==> config.mk <==
export PLATFORM = sky130hd
export DESIGN_NAME = ram8_access_arbiter
export DESIGN_NICKNAME = d
export VERILOG_FILES = /design/src/rtl/ram8_access_arbiter.sv
export SDC_FILE = /design/constraint.sdc
export NUM_CORES = 1
export LEC_CHECK = 0
export CAP_MARGIN = 20
export CELL_PAD_IN_SITES_DETAIL_PLACEMENT = 1
export CELL_PAD_IN_SITES_GLOBAL_PLACEMENT = 1
export CORE_MARGIN = 2
export CORE_UTILIZATION = 31
export CTS_CLUSTER_DIAMETER = 200
export DETAILED_ROUTE_END_ITERATION = 16
export GPL_TIMING_DRIVEN = 0
export PLACE_DENSITY = 0.95
export SYNTH_ARGS = -nofsm -noshare
export SYNTH_HDL_FRONTEND = slang
export SYNTH_SLANG_ARGS = --single-unit
==> constraint.sdc <==
create_clock -name clk -period 6.08 [get_ports clk]
set_clock_uncertainty 0.05 [all_clocks]
set_input_delay 1.216 -clock clk [delete_from_list [all_inputs] [get_ports clk]]
set_output_delay 1.216 -clock clk [all_outputs]
set_load 0.05 [all_outputs]
==> src/rtl/ram8_access_arbiter.sv <==
// ram8_access_arbiter: round-robin sharing of one single-port RAM8 among NREQ requesters
module ram8_access_arbiter #(
    parameter int NREQ  = 4,
    parameter int WIDTH = 16,
    parameter int AW    = 3
) (
    input  logic                  clk,
    input  logic                  rst_n,
    input  logic [NREQ-1:0]       req,
    input  logic [NREQ-1:0]       we,
    input  logic [NREQ*AW-1:0]    addr,
    input  logic [NREQ*WIDTH-1:0] wdata,
    output logic [NREQ-1:0]       ack,
    output logic [WIDTH-1:0]      rdata,
    output logic [WIDTH-1:0]      ram_in,
    output logic                  ram_load,
    output logic [AW-1:0]         ram_address,
    input  logic [WIDTH-1:0]      ram_out,
    output logic                  busy
);
    localparam int PW = (NREQ > 1) ? $clog2(NREQ) : 1;
    logic [PW-1:0]    rr_ptr;
    logic [PW-1:0]    win;
    logic [PW-1:0]    idx;
    logic [PW-1:0]    nxt_ptr;
    logic             found;
    logic             gnt;
    logic [NREQ-1:0]  elig;
    logic [AW-1:0]    addr_q;
    logic [WIDTH-1:0] din_q;
    logic [AW-1:0]    a_arr [NREQ];
    logic [WIDTH-1:0] d_arr [NREQ];
    for (genvar i = 0; i < NREQ; i++) begin : g_slice
        assign a_arr[i] = addr[i*AW +: AW];
        assign d_arr[i] = wdata[i*WIDTH +: WIDTH];
    end
    // a requester being acked this cycle is masked so a held request is served once
    assign elig = req & ~ack;
    // scan from rr_ptr downward in priority order; the last hit (closest to rr_ptr) wins
    always_comb begin
        found = 1'b0;
        win   = '0;
        idx   = '0;
        for (int k = NREQ - 1; k >= 0; k--) begin
            idx = PW'((int'(rr_ptr) + k) % NREQ);
            if (elig[idx]) begin
                win   = idx;
                found = 1'b1;
            end
        end
    end
    assign gnt         = found & rst_n;
    assign busy        = gnt;
    assign ram_load    = gnt & we[win];
    assign ram_address = gnt ? a_arr[win] : addr_q;
    assign ram_in      = gnt ? d_arr[win] : din_q;
    assign nxt_ptr     = (win == PW'(NREQ - 1)) ? '0 : win + 1'b1;
    // complete the granted access: one-hot ack, captured data, advance the rotation
    always_ff @(posedge clk or negedge rst_n) begin
        if (!rst_n) begin
            ack    <= '0;
            rdata  <= '0;
            rr_ptr <= '0;
            addr_q <= '0;
            din_q  <= '0;
        end else if (gnt) begin
            ack    <= {{(NREQ-1){1'b0}}, 1'b1} << win;
            rdata  <= we[win] ? d_arr[win] : ram_out;
            rr_ptr <= nxt_ptr;
            addr_q <= a_arr[win];
            din_q  <= d_arr[win];
        end else begin
            ack <= '0;
        end
    end
endmodule

==> impl_metrics.csv <==
group,metric,value,unit
outcome,run_status,"completed",
placed_design,detailedPlacementHpwl,7.49,mm
logic_synthesis,yosysMostFrequentCell,"dfrtp_1",
timing,final_period_minus_worst_setup_slack,5.78,ns
placed_design,routabilityCongestion,0.787,
cts,cts_tree,"built",
setup_path,critPathCaptureType,"primary output",
global_routing,overflow,0,
setup_path,worst_ep_arrival_time,4.52,ns
timing,final.period_utilization,0.951,
cts,cts.htree.levels,2,
pwr,vdd.ir_drop.worst,0.254,mV
logic_synthesis,synth_async_sr_flop_share,1.00,
logic_synthesis,dominantRegCellSynth,"dfrtp_1",
logic_synthesis,synth.top_cells.by_area,"dfrtp_1 39%, mux2i_1 15%, mux2_2 8.2%, o211ai_1 6.4%, nand2_1 5.8%",
floorplan,floorplan.die_area,0.00913,mm²
pwr,leakagePower,1.85,nW
setup_path,max_stage_delay,0.86,ns
hold_path,hold_path_class,"flop to flop",
cts,clk_pin_slew,0.08,ns
logic_synthesis,post_synthesis_cell_area,0.00260,mm²
logic_synthesis,yosys_register_bits,41,
finish,layout.core_utilization,0.524,
finish,diodes,0,
timing,rsz_0062_raised_after_global_routing,"false",
timing,timing_worst_slew_pin_value,0.646,ns
finish,design.final.nets,501,
logic_synthesis,post_synth_inst_count,245,
global_routing,grt_pass1_wl,14.5,mm
logic_synthesis,synth_warnings,0,
timing,timing.fmax,0.173,GHz
cts,clock_latency,0.28,ns
logic_synthesis,synth.yosys.seq_area_share,0.395,
setup_path,required,4.81,ns
setup_path,startpoint_type,"input pin",
logic_synthesis,synth_enable_flop_cells,0,
cts,resized_after_cts,0,
setup_path,slowest_stage,"clkdlybuf4s50_1",
cts,post_cts_buffers,0,
logic_synthesis,synth.avg_cell_area,10.6,µm²
setup_path,critical_path_peak_fanout,10,
placed_design,placedCellCount,493,
cts,clockRootBuffer,"clkbuf_8",
logic_synthesis,synthDominantAreaCellType,"dfrtp_1",
setup_path,critical_path.cell_chain,"clkdlybuf4s50_1, nand2b_1, nand2_1, o31ai_1, clkbuf_1, clkbuf_1, nand2_1, o21ai_1, clkdlybuf4s50_1",
routing,detail-route-antenna-nets,0,
flow_run,drv.max_cap_violation_count,0,
logic_synthesis,post_synth_top_area_share,0.395,
timing,report.final.hold_viol_count,0,
timing,setup_viol,0,
cts,cts_hold_buf,0,
floorplan,die_w,95.5,µm
logic_synthesis,synth.net_count,351,
floorplan,floorplan.io_pins,143,
routing,remaining_drc_errors,0,
floorplan,die_y_extent,95.5,µm
global_routing,maximum_number_of_pins_on_one_net_before_global_route_repair,24,
routing,viasPerCell,5.02,
routing,wl_per_cell,18.5,µm
timing,maxSlewViolCount,0,
floorplan,start_util,0.318,
logic_synthesis,post_synth_most_frequent_cells,"41 x dfrtp_1, 40 x nand2_1, 38 x mux2i_1",
global_routing,grt.total_usage,0.207,
pwr,power_density,537,mW/mm²
routing,route.final.wire_length,9.28,mm
setup_path,timing.setup.critical_path_class,"input pin to primary output",
global_routing,grt_pass1_vias,2896,
global_routing,grt_antenna_before_repair,0,
logic_synthesis,ys_types,32,
cts,clock_tree.buffer_depth,2,
finish,areaGrowthSynthToFinish,64.9,%
cts,cts_num_sinks,41,
finish,layout.cells.non_filler,501,
routing,num_vias,2513,
floorplan,rows,33,
finish,post-route-cell-area,0.00428,mm²
pwr,finalPower,2.30,mW
floorplan,floorplan.core_area,0.00818,mm²
cts,cts_buffers,5,
finish,post_route_cells_drive_above_1_share,0.146,
placed_design,placed_cell_area,0.00417,mm²
timing,slew_headroom,0.565,
routing,drt-pass1-iter-count,4,
routing,dr.first_iter.drc_count,25,
placed_design,io_buf_count,142,
[power by group]
part / total, mW / internal, mW / switching [mW]
combinational: 1.61 / 0.619 / 0.992
clock: 0.223 / 0.123 / 0.0996
sequential: 0.468 / 0.403 / 0.0649
[through the flow]
step           worst slack, ns  hold WS, ns  setup TNS, ns
3_5_place_dp             0.285        0.429              0
4_1_cts                  0.266        0.450              0
3_3_place_gp            -0.584        0.420         -11.31
6_report                 0.298        0.444              0
5_1_grt                 0.0282        0.485              0
2_1_floorplan             1.02        0.423              0
[registers in the layout (all words and copies together), names as in the netlist]
register / cells
din_q: 16
rdata: 16
ack: 4
addr_q: 3
rr_ptr: 2
[routing by layer]
metal / share of wire / vias up / GRT usage
met3: 0.047 / 12 / 0.0356
met2: 0.53 / 79 / 0.389
li1: - / 1190 / -
met5: 0 / - / 0
met4: 0.012 / 0 / 0.0440
met1: 0.41 / 1232 / 0.245
[path summary, 6_finish.rpt]
check                      startpoint  depth (start not counted)         end  slack, ns
max                            req[3]                          9  ram_in[10]       0.30
min                          rdata[5]                          2    rdata[5]       0.44
max reg2reg                    ack[3]                          7   din_q[10]       3.53
min reg2reg                  rdata[5]                          2    rdata[5]       0.44
max in group asynchronous       rst_n                          2   rdata[12]       4.64
min in group asynchronous       rst_n                          1   rdata[10]       0.84
[final cells by class]
class	count	area, µm²
tap	105	131
sequential	41	1030
timing repair buffer	143	1440
multi-input combinational	179	1420
fill	907	3890
buffer	18	119
clock inverter	2	38.8
inverter	7	31.3
clock buffer	6	72.6
[critical path, delay by kind of cell]
family	cells	cell delay, ns
buffers and inverters	4	2.22
AOI/OAI and AO/OA	2	0.70
and+or+nand+nor	3	0.37
[cell usage in the layout (no fill, tap or decap), drive strengths merged]
master	count
o32a	1
nor2	1
a22o	1
nand2b	2
mux2i	38
inv	7
bufinv	1
nand2	40
or3	1
clkbuf	15
buf	11
nor2b	4
a21boi	1
mux2	19
ha	4
a2111oi	1
clkdlybuf4s50	141
a21oi	3
dfrtp	41
o31ai	2
nor3b	2
o21ai	19
clkinv	1
a211oi	2
o211ai	32
a221oi	2
and2	4
[cells by family (layout without fill, tap and decap cells)]
group / after synthesis / in the layout / synth area share
flip-flops: 41 / 41 / 0.395
AO/OA/AOI/OAI: 64 / 64 / 0.207
AND/OR/NAND/NOR: 54 / 54 / 0.0925
multiplexers: 57 / 57 / 0.229
buffers and inverters: 25 / 176 / 0.0578
adder cells (fa/ha/maj): 4 / 4 / 0.0193
Power figures use the tool's default switching activity.
